### config.mk
export PLATFORM = sky130hd
export DESIGN_NAME = multi_debouncer
export DESIGN_NICKNAME = d
export VERILOG_FILES = /design/src/rtl/debounce_pkg.sv /design/src/rtl/debounce_channel.sv /design/src/rtl/multi_debouncer.sv
export SDC_FILE = /design/constraint.sdc
export NUM_CORES = 1
export LEC_CHECK = 0
export ABC_CLOCK_PERIOD_IN_PS = 4450
export CAP_MARGIN = 20
export CORE_MARGIN = 3
export CORE_UTILIZATION = 50
export DETAILED_ROUTE_END_ITERATION = 16
export PLACE_DENSITY = 0.71
export SYNTH_ARGS = -nofsm -noshare
export SYNTH_HDL_FRONTEND = slang
export SYNTH_SLANG_ARGS = --single-unit
### constraint.sdc
create_clock -name clk -period 4.45 [get_ports clk]
set_clock_uncertainty 0.15 [all_clocks]
set_input_delay 0.445 -clock clk [delete_from_list [all_inputs] [get_ports clk]]
set_output_delay 0.445 -clock clk [all_outputs]
set_load 0.1 [all_outputs]
### src/rtl/debounce_pkg.sv
// Shared constants and state encoding for the multi-channel debouncer.
// The optional long-press logic is enabled by defining DEBOUNCE_HOLD_EN.
package debounce_pkg;

  localparam int SYNC_STAGES      = 2;
  localparam int DEF_CLOCKS       = 256;
  localparam int DEF_CLOCKS_CLOG2 = 8;
  localparam int DEF_HOLD_CLOCKS  = 65536;
  localparam int DEF_HOLD_CLOG2   = 16;

  typedef enum logic {
    ST_STABLE = 1'b0,
    ST_COUNT  = 1'b1
  } deb_state_e;

endpackage

### src/rtl/debounce_channel.sv
// One debouncer channel: synchroniser, settle FSM/counter, edge pulses and,
// when DEBOUNCE_HOLD_EN is defined, a saturating long-press detector.
module debounce_channel
  import debounce_pkg::*;
#(
  parameter int CLOCKS       = DEF_CLOCKS,
  parameter int CLOCKS_CLOG2 = DEF_CLOCKS_CLOG2,
  parameter int HOLD_CLOCKS  = DEF_HOLD_CLOCKS,
  parameter int HOLD_CLOG2   = DEF_HOLD_CLOG2
) (
  input  logic clk,
  input  logic rst_n,
  input  logic btn_in,
  output logic debounced,
  output logic rise,
  output logic fall,
  output logic held
);

  localparam logic [CLOCKS_CLOG2-1:0] CNT_LAST = CLOCKS_CLOG2'(CLOCKS - 1);

  if ((CLOCKS < 2) || ((64'd1 << CLOCKS_CLOG2) < 64'(CLOCKS)) ||
      ((64'd1 << HOLD_CLOG2) < 64'(HOLD_CLOCKS))) begin : g_bad_cfg
    $error("debounce_channel: counter widths too narrow for CLOCKS/HOLD_CLOCKS");
  end

  logic [SYNC_STAGES-1:0]  sync_q, sync_d;
  deb_state_e              state_q, state_d;
  logic [CLOCKS_CLOG2-1:0] cnt_q, cnt_d;
  logic                    deb_q, deb_d;
  logic                    rise_q, rise_d;
  logic                    fall_q, fall_d;
  logic                    sync_bit;

  assign sync_d   = {sync_q[SYNC_STAGES-2:0], btn_in};
  assign sync_bit = sync_q[SYNC_STAGES-1];

  // The mismatch is re-tested on the qualifying cycle, so a glitch ending
  // exactly there falls back to STABLE instead of toggling.
  always_comb begin
    state_d = state_q;
    cnt_d   = cnt_q;
    deb_d   = deb_q;
    rise_d  = 1'b0;
    fall_d  = 1'b0;
    case (state_q)
      ST_STABLE: begin
        cnt_d = '0;
        if (sync_bit != deb_q) state_d = ST_COUNT;
      end
      ST_COUNT: begin
        if (sync_bit == deb_q) begin
          state_d = ST_STABLE;
          cnt_d   = '0;
        end else if (cnt_q == CNT_LAST) begin
          deb_d   = ~deb_q;
          rise_d  = ~deb_q;
          fall_d  = deb_q;
          state_d = ST_STABLE;
          cnt_d   = '0;
        end else begin
          cnt_d = cnt_q + 1'b1;
        end
      end
      default: begin
        state_d = ST_STABLE;
        cnt_d   = '0;
      end
    endcase
  end

  always_ff @(posedge clk or negedge rst_n) begin
    if (!rst_n) begin
      sync_q  <= '0;
      state_q <= ST_STABLE;
      cnt_q   <= '0;
      deb_q   <= 1'b0;
      rise_q  <= 1'b0;
      fall_q  <= 1'b0;
    end else begin
      sync_q  <= sync_d;
      state_q <= state_d;
      cnt_q   <= cnt_d;
      deb_q   <= deb_d;
      rise_q  <= rise_d;
      fall_q  <= fall_d;
    end
  end

  assign debounced = deb_q;
  assign rise      = rise_q;
  assign fall      = fall_q;

`ifdef DEBOUNCE_HOLD_EN
  localparam logic [HOLD_CLOG2-1:0] HOLD_LAST = HOLD_CLOG2'(HOLD_CLOCKS - 1);

  logic [HOLD_CLOG2-1:0] hold_cnt_q, hold_cnt_d;
  logic                  held_q, held_d;

  // Both clear on the same edge the debounced level falls.
  always_comb begin
    hold_cnt_d = hold_cnt_q;
    held_d     = held_q;
    if (!deb_d) begin
      hold_cnt_d = '0;
      held_d     = 1'b0;
    end else if (deb_q) begin
      if (hold_cnt_q == HOLD_LAST) held_d = 1'b1;
      else                         hold_cnt_d = hold_cnt_q + 1'b1;
    end
  end

  always_ff @(posedge clk or negedge rst_n) begin
    if (!rst_n) begin
      hold_cnt_q <= '0;
      held_q     <= 1'b0;
    end else begin
      hold_cnt_q <= hold_cnt_d;
      held_q     <= held_d;
    end
  end

  assign held = held_q;
`else
  assign held = 1'b0;
`endif

endmodule

### src/rtl/multi_debouncer.sv
// N independent debouncer channels for raw buttons/switches.
// Define DEBOUNCE_HOLD_EN to enable the per-channel long-press flag on heldOut.
module multi_debouncer
  import debounce_pkg::*;
#(
  parameter int CHANNELS     = 4,
  parameter int CLOCKS       = DEF_CLOCKS,
  parameter int CLOCKS_CLOG2 = DEF_CLOCKS_CLOG2,
  parameter int HOLD_CLOCKS  = DEF_HOLD_CLOCKS,
  parameter int HOLD_CLOG2   = DEF_HOLD_CLOG2
) (
  input  logic                clk,
  input  logic                rst_n,
  input  logic [CHANNELS-1:0] buttonIn,
  output logic [CHANNELS-1:0] debouncedOut,
  output logic [CHANNELS-1:0] risePulse,
  output logic [CHANNELS-1:0] fallPulse,
  output logic [CHANNELS-1:0] heldOut
);

  for (genvar i = 0; i < CHANNELS; i++) begin : g_ch
    debounce_channel #(
      .CLOCKS       (CLOCKS),
      .CLOCKS_CLOG2 (CLOCKS_CLOG2),
      .HOLD_CLOCKS  (HOLD_CLOCKS),
      .HOLD_CLOG2   (HOLD_CLOG2)
    ) u_ch (
      .clk       (clk),
      .rst_n     (rst_n),
      .btn_in    (buttonIn[i]),
      .debounced (debouncedOut[i]),
      .rise      (risePulse[i]),
      .fall      (fallPulse[i]),
      .held      (heldOut[i])
    );
  end

endmodule

======== Yosys cells after proc, flatten, opt, wreduce, memory -nomap -nowiden ========
Cells that the tools add are included.
word-level totals
  output and inout bits ................... 16
  register bits after elaboration ......... 56
  input port bits ......................... 6
  word-level logic and storage cells ...... 108
cells by class
  reduce and logical (&&, ||, !) cells .... 4
  bitwise operators ....................... 12
  add/sub/neg operators ................... 4
  equality and inequality tests ........... 12
  mux-type cells .......................... 52
operators by type and width
  cell                 number
  $mux 8               8
  $pmux 8 s2           4
  $mux 1               36
  $add 8x1->8 const B  4
  $eq 8x8->1 const B   4
  $not 1->1            12
  $reduce_and 3->1     4
  $pmux 1 s2           4
  $eq 1x1->1           4
  $ne 1x1->1           4

======== Logic depth before layout (Yosys ltp) ========
Gate-level depths: netlist of the first run.
  word-level depth ........................ 4
  gate-level depth with buffers ........... 4
  mapped depth without buffers ............ 4

======== Cells and area by module ========
A second synthesis of the first run with hierarchy kept.
second synthesis, totals
  cells, all modules ...................... 204
  area, all modules ....................... 2,357.3 sq um
by module, submodules not included
  module            seq. area each (sq um)  area an instance (sq um)  cells each  times used
  debounce_channel  350.3                   589.3                     51          4

======== Least setup slack after synthesis of the first run ========
Ideal clock, no wire load.
  path kind ............................... register to register
  from .................................... register g_ch[0].u_ch.cnt_q[0]
  to ...................................... register g_ch[0].u_ch.deb_q
  stages on the path, launching flop included .. 5
  library setup time ...................... 125 ps
  period minus slack after synthesis ...... 1,731 ps
  arrival time ............................ 1,456 ps
  path slack .............................. 2,719 ps
  buffers on the path ..................... 0
  data required time ...................... 4,175 ps
  cells stage by stage .................... dfrtp_1 > ha_1 > nand4_1 > or3_4 > mux2_4
between the ends
  cells in the longest elaborated chain, start to end .. 2
ends and longest elaborated chain
  what                        RTL line                text
  start: declaration          debounce_channel.sv:29  logic [CLOCKS_CLOG2-1:0] cnt_q, cnt_d;
  start signal: assignment    debounce_channel.sv:83  cnt_q <= cnt_d;
  $eq 8x8->1                  debounce_channel.sv:55  end else if (cnt_q == CNT_LAST) begin
  $reduce_and 3->1 (no line)  -
  end signal: assignment      debounce_channel.sv:77  deb_q <= 1'b0;
  end signal: assignment      debounce_channel.sv:84  deb_q <= deb_d;
  end: declaration            debounce_channel.sv:30  logic deb_q, deb_d;
Every way passes these cells.
A chain may end at the register's enable or synchronous reset.

======== Worst setup path in the final report of the first run ========
  from .................................... register g_ch[1].u_ch.deb_q
  to ...................................... output debouncedOut[1]
RTL lines
  what                      RTL line                text
  start: declaration        debounce_channel.sv:30
  start signal: assignment  debounce_channel.sv:77
  start signal: assignment  debounce_channel.sv:84
  end: declaration          multi_debouncer.sv:15   output logic [CHANNELS-1:0] debouncedOut,
No word-level cell between the ends.

==> metrics.md, run 1 <==
| Metric | Value |
|---|---|
| Setup tns final | `0 ps` |
| Power per Cell Area | `303 nW/um^2` |
| Largest net degree at the start of global routing | `57` |
| H-tree lvl count | `2` |
| Crit path cell chain | `clkdlybuf4s50_1` |
| Buf+Inv Stages, Crit Path | `1` |
| Area Overhead vs Synth | `9.16%` |
| Pwr Total | `0.827 mW` |
| Core Region | `4790 um^2` |
| Cell family with most CP delay | `buffers and inverters` |
| First-pass GRT wire length | `6820 um` |
| Most frequent cells in the layout | `56 x dfrtp_1, 16 x nand2_1, 16 x clkdlybuf4s50_1, 12 x a21oi_1, 12 x nor2_1` |
| First-pass DRT Iterations | `6` |
| Routed WL | `3840 um` |
| Post-CTS Setup Inserts | `0` |
| Synthesized area per cell | `11.3 um^2` |
| Antenna Nets Post-Route | `0` |
| Via count | `1573` |
| Worst path required time | `3860 ps` |
| Most common cell after layout, fill and taps aside | `dfrtp_1` |
| Crit start category | `flop` |
| Status | `complete, no violations` |
| Initial antenna violation count | `0` |
| CP Class | `flop to primary output` |
| CTS buffer count | `5` |
| Critical Path AT | `1880 ps` |
| DPL Wire Length | `2580 um` |
| Tmin final | `2480 ps` |
| Die boundary width | `76.7 um` |
| Synth Register Bits | `56` |
| Final Setup Violations | `0` |
| Total die area | `5880 um^2` |
| Final Hold Vio Count | `0` |
| # rows | `25` |
| Fin crit share | `55.7%` |
| IO Port Bufs | `17` |
| DR WL/cell | `12.8 um` |
| Sequential element share of the synthesized area | `56.1%` |
| CTS Hold Bufs | `0` |
| Worst-path clk slew | `90 ps` |
| Vias per std cell | `5.23` |
| Gr usage total | `14.5%` |
| Share of cells above drive strength 1 | `10.7%` |
| Total clock sinks | `56` |
| Slew HR | `33.8%` |
| Worst Tran Pin Value | `989 ps` |
| Netlist Area Pre-Place | `2500 um^2` |
| # IOs | `22` |
| Gr ovfl total | `0` |
| YS warnings | `0` |
| Worst vdd ir | `0.195 mV` |
| Post_cts resized | `0` |
| Max Fclk | `403 MHz` |
| CP max FO | `5` |
| Final Net Count | `244` |
| Critical path's largest stage delay | `1160 ps` |
| 1st-iter DRT viols | `79` |
| Vias in the first global route | `1500` |
| Placed cell count | `294` |
| Hold Path Class | `input pin to asynchronous set/reset pin` |
| Mapped Cells | `222` |
| Netlist cell types | `31` |
| Root Buffer | `clkbuf_8` |
| Max Cap Viol | `0` |
| Slew Viols, Final | `0` |
| Lkg Pwr | `1.15 nW` |
| Critical path endpoint category | `primary output` |
| Die Height | `76.7 um` |
| TritonCTS clock tree | `yes` |
| Unrepaired setup endpoints after global routing | `false` |
| Latest clock arrival within the worst-skew pair | `300 ps` |
| Initial core utilization | `52.2%` |
| N_diodes | `0` |
| Non-Filler Instances | `301` |
| Critical path's slowest cell | `clkdlybuf4s50_1` |
| GP Congestion | `0.745` |
| CTS Buffer Depth | `2` |
| DRC viols | `0` |
| Fill cells | `408` |
==> registers in the layout (all words and copies together) (netlist names) <==
register and flops:
g_ch.u_ch.cnt_q 32, g_ch.u_ch.rise 4, g_ch.u_ch.debounced 4, g_ch.u_ch.sync_q 8
g_ch.u_ch.fall 4, g_ch.u_ch.state_q 4
==> metrics by stage <==
step | worst slack (ps) | cell area [um^2] | utilization, % | hold slack [ps]
after floorplan | 2720 | 2510 | - | -0.591
after global placement | 2310 | 2650 | 55.3 | 183
after detailed placement | 2290 | 2650 | 55.3 | 186
final | 1970 | 2730 | 57.0 | 96.6
after CTS | 1940 | 2730 | 57.0 | 120
after global routing | 1900 | 2730 | 57.0 | 142
==> cell usage after synthesis <==
cell type | count | area [um^2]
nand2b_1 | 3 | 18.8
and2_1 | 3 | 18.8
a311oi_1 | 3 | 26.3
xor2_1 | 4 | 35.0
o21ba_2 | 2 | 20.0
mux2_4 | 4 | 60.1
o21ai_0 | 7 | 35.0
inv_1 | 10 | 37.5
or3_4 | 4 | 45.0
nor2_1 | 12 | 45.0
and3_1 | 6 | 37.5
ha_1 | 4 | 50.1
o211ai_1 | 5 | 37.5
or4_1 | 2 | 15.0
nor3b_1 | 8 | 60.1
nand2_1 | 16 | 60.1
nor3_1 | 4 | 20.0
a21oi_1 | 12 | 60.1
or3_1 | 5 | 31.3
xnor2_1 | 8 | 70.1
conb_1 | 1 | 3.75
a31oi_1 | 6 | 37.5
buf_4 | 16 | 120
o31ai_1 | 2 | 15.0
nand4_1 | 6 | 37.5
nand3_2 | 4 | 40.0
nand3_1 | 4 | 20.0
dfrtp_1 | 56 | 1400
nand4b_1 | 3 | 26.3
and2_2 | 1 | 7.51
or3_2 | 1 | 7.51
==> area by class of cell <==
| class | instances | area, um^2 | share of cell area [%] |
|---|---|---|---|
| Tap cell | 67 | 83.8 | 3.07 |
| Inverter | 10 | 37.5 | 1.38 |
| Multi-Input combinational cell | 143 | 952 | 34.9 |
| Clock inverter | 2 | 12.5 | 0.459 |
| Clock buffer | 5 | 68.8 | 2.52 |
| Timing Repair Buffer | 18 | 173 | 6.33 |
| Sequential cell | 56 | 1400 | 51.4 |
==> worst paths after layout <==
kind                            slack (ps)  depth (start not counted)                               end                               start
worst min register to register         210                          0  g_ch[2].u_ch.sync_q[1]$_DFF_PN0_    g_ch[2].u_ch.sync_q[0]$_DFF_PN0_
min in group clk                       210                          0  g_ch[2].u_ch.sync_q[1]$_DFF_PN0_    g_ch[2].u_ch.sync_q[0]$_DFF_PN0_
worst max-delay path                  1970                          1                   debouncedOut[1]  g_ch[1].u_ch.debounced$_DFFE_PN0P_
worst max register to register        2520                          4       g_ch[0].u_ch.rise$_DFF_PN0_     g_ch[0].u_ch.cnt_q[0]$_DFF_PN0_
max in group asynchronous             3590                          2   g_ch[1].u_ch.cnt_q[1]$_DFF_PN0_                               rst_n
worst min-delay path                   100                          2       g_ch[0].u_ch.fall$_DFF_PN0_                               rst_n
==> worst reg2reg max path: cells and delay by family, from the launching register on <==
kind                     cells  cell delay, ps
flip-flops                   1             450
AND/OR/NAND/NOR              3             930
adder cells (fa/ha/maj)      1             290
==> power by group <==
part | leakage [nW] | switching, mW | internal [mW]
clock | 0.0400 | 0.151 | 0.107
sequential | 0.750 | 0.00900 | 0.517
combinational | 0.355 | 0.0326 | 0.00991
total | 1.15 | 0.193 | 0.634
==> metal layers <==
metal  wire length [um]  vias to the layer above  GRT usage, %
li1                   -                      784             -
met1               1890                      753          19.6
met2               1700                       30          21.7
met3                172                        6          5.05
met4                 69                        0          5.43
met5                  0                        -             0
==> cell families after synthesis <==
group | count (synthesis) | share of synthesized area, %
AO/OA/AOI/OAI | 37 | 9.26
multiplexers | 4 | 2.40
flip-flops | 56 | 56.1
XOR/XNOR | 12 | 4.20
buffers and inverters | 26 | 6.31
adder cells (fa/ha/maj) | 4 | 2.00
other | 1 | 0.150
AND/OR/NAND/NOR | 82 | 19.6
Note: power is estimated with default switching activity, not from simulation.
==> run 2: changes to the inputs <==
Settings changed: ABC_CLOCK_PERIOD_IN_PS 4450 to 2100, PLACE_DENSITY 0.71 to 0.73.
Clock period 4.45 ns to 2.1 ns, I/O delays scaled along.
==> metrics.md, run 2 (synthesis gave the netlist of run 1 again) <==
| Metric | Value |
|---|---|
| CP max FO | `6 (+1)` |
| Worst Hold Depth | `1` |
| Int Pwr | `1.54 mW (+140%)` |
| First-pass DRT Iterations | `4 (-2)` |
| CTS buffer count | `5 (unchanged)` |
| Critical path depth | `4 (+3)` |
| Tmin final | `1870 ps` |
| Post-CTS Setup Inserts | `0 (unchanged)` |
| Core Util, Final | `57.8% (+0.78 points)` |
| Total clock sinks | `56 (unchanged)` |
| Root Buffer | `clkbuf_8` |
| Worst path required time | `2150 ps (-1710 ps)` |
| Gr ovfl total | `0 (unchanged)` |
| Core Region | `4790 um^2 (unchanged)` |
| H-tree lvl count | `2 (unchanged)` |
| DPL Wire Length | `2530 um (-1.9%)` |
| Gr usage total | `14.1% (-0.42 points)` |
| # IOs | `22 (unchanged)` |
| Combinational share of power | `4.8% (-0.3 points)` |
| Clock power share | `38.1% (+6.9 points)` |
| Power per Cell Area | `706 nW/um^2 (+130%)` |
| Area Overhead vs Synth | `10.7%` |
| Routed WL | `3770 um (-1.9%)` |
| Worst Reg2Reg Path Length in Cells | `4 (unchanged)` |
| Total die area | `5880 um^2 (unchanged)` |
| Sw frac | `21.0% (-2.3 points)` |
| Critical Path AT | `1910 ps (+30 ps)` |
| Crit start category | `flop` |
| Initial core utilization | `52.2% (unchanged)` |
| Post_cts resized | `0 (unchanged)` |
| Share of cells above drive strength 1 | `16.1% (+5.4 points)` |
| Crit path cell chain | `ha_1 > nand4_1 > or3_4 > mux2_4` |
| Worst-path clk slew | `90 ps (about the same)` |
| DP Area | `2630 um^2 (-0.66%)` |
| GP Congestion | `0.771 (+3.4%)` |
| Worst vdd ir | `0.430 mV (+120%)` |
| TritonCTS clock tree | `yes` |
| Max FFs per register | `32 (unchanged)` |
| CTS Buffer Depth | `2 (unchanged)` |
| Latest clock arrival within the worst-skew pair | `300 ps (about the same)` |
| Most common cell after layout, fill and taps aside | `dfrtp_1` |
| Largest regs | `g_ch.u_ch.cnt_q: 32 flops, g_ch.u_ch.sync_q: 8 flops` |
| Hold Path Class | `input pin to flop` |
| Antenna Nets Post-Route | `0 (unchanged)` |
| Max Fclk | `536 MHz` |
| Initial antenna violation count | `0 (unchanged)` |
| Die boundary width | `76.7 um (unchanged)` |
| Critical path's slowest cell | `dfrtp_1` |
| Reg with most FFs | `g_ch.u_ch.cnt_q` |
| Lkg Pwr | `1.20 nW (+5.1%)` |
| Critical path's largest stage delay | `430 ps (-730 ps)` |
| Final Setup Violations | `0 (unchanged)` |
| 1st-iter DRT viols | `81 (+2.5%)` |
| Largest net degree at the start of global routing | `57 (unchanged)` |
| Most frequent cells in the layout | `56 x dfrtp_1, 16 x nand2_1, 12 x a21oi_1, 12 x nor2_1, 12 x buf_4` |
| Setup slack, reg-to-reg | `230 ps (-2290 ps)` |
| Critical path endpoint category | `flop` |
| Unrepaired setup endpoints after global routing | `false` |
| Vias in the first global route | `1484 (-1.1%)` |
| Die Height | `76.7 um (unchanged)` |
| Pwr Total | `1.95 mW (+140%)` |
| DRC viols | `0 (unchanged)` |
| Cell family with most CP delay | `simple AND/OR/NAND/NOR gates` |
| Place WS | `259 ps (-2040 ps)` |
| Fin crit share | `88.8%` |
| Final Net Count | `245 (+0.41%)` |
| Final instance area | `2770 um^2 (+1.4%)` |
| Worst setup margin | `235 ps (-1740 ps)` |
| Via count | `1578 (+0.32%)` |
| # rows | `25 (unchanged)` |
| Psw | `0.410 mW (+110%)` |
| Slew Viols, Final | `0 (unchanged)` |
| Buf+Inv Stages, Crit Path | `0 (-1)` |
| Status | `complete, no violations` |
| Max Cap Viol | `0 (unchanged)` |
| N_diodes | `0 (unchanged)` |
| Final Hold Vio Count | `0 (unchanged)` |
| DR WL/cell | `12.4 um (-2.5%)` |
| CP Class | `flop to flop` |
| Vias per std cell | `5.21 (-0.34%)` |
| First-pass GRT wire length | `6620 um (-2.8%)` |
| IO Port Bufs | `17 (unchanged)` |
| Setup tns final | `0 ps (unchanged)` |
| Seq pwr share | `57.1% (-6.5 points)` |
run 2: what timing repair did:
action | CTS | global route
hold buffers | 1 | 0
endpoints found under the hold margin | 56 | 0
endpoints found under the setup margin | 0 | 0
run 2: cell type report:
cell class                      instances  area [um^2]
Multi-Input combinational cell        143          952
Inverter                               10         37.5
Tap cell                               67         83.8
Clock buffer                            7         96.3
Fill cell                             400         2020
Sequential cell                        56         1400
Clock inverter                          1         30.0
Timing Repair Buffer                   19          165
run 2: final timing paths:
check | start | to
worst max-delay path | g_ch[1].u_ch.cnt_q[0]$_DFF_PN0_ | g_ch[1].u_ch.debounced$_DFFE_PN0P_
worst min-delay path | buttonIn[0] | g_ch[0].u_ch.sync_q[0]$_DFF_PN0_
worst max register to register | g_ch[1].u_ch.cnt_q[0]$_DFF_PN0_ | g_ch[1].u_ch.debounced$_DFFE_PN0P_
worst min register to register | g_ch[2].u_ch.sync_q[0]$_DFF_PN0_ | g_ch[2].u_ch.sync_q[1]$_DFF_PN0_
max in group asynchronous | rst_n | g_ch[1].u_ch.cnt_q[2]$_DFF_PN0_
min in group asynchronous | rst_n | g_ch[2].u_ch.fall$_DFF_PN0_
run 2: power groups by stage:
stage          Combinational (mW)  Sequential [mW]  Clock (mW)
2_1_floorplan              0.0615             1.13           0
3_3_place_gp               0.0960             1.13           0
3_5_place_dp               0.0955             1.14           0
4_1_cts                    0.0976             1.11       0.779
5_1_grt                     0.105             1.12       0.817
6_report                   0.0945             1.11       0.744
run 2: worst register-to-register path, delay by kind of cell (launching register included):
| kind | cells | cell delay (ps) |
|---|---|---|
| adders and majority gates | 1 | 280 |
| DFF | 1 | 430 |
| muxes | 1 | 300 |
| and+or+nand+nor | 2 | 590 |
run 2: layer usage:
layer	routed length, um	GRT usage (%)
met4	63	5.98
met2	1700	21.3
met1	1780	18.3
met3	215	5.16
met5	0	0
run 2: stage by stage:
stage | cells | hold WS (ps)
floorplan | 225 | -236
global placement | 294 | 77.7
detailed placement | 294 | 80.8
CTS | 303 | 168
global route | 303 | 168
finish | 303 | 182
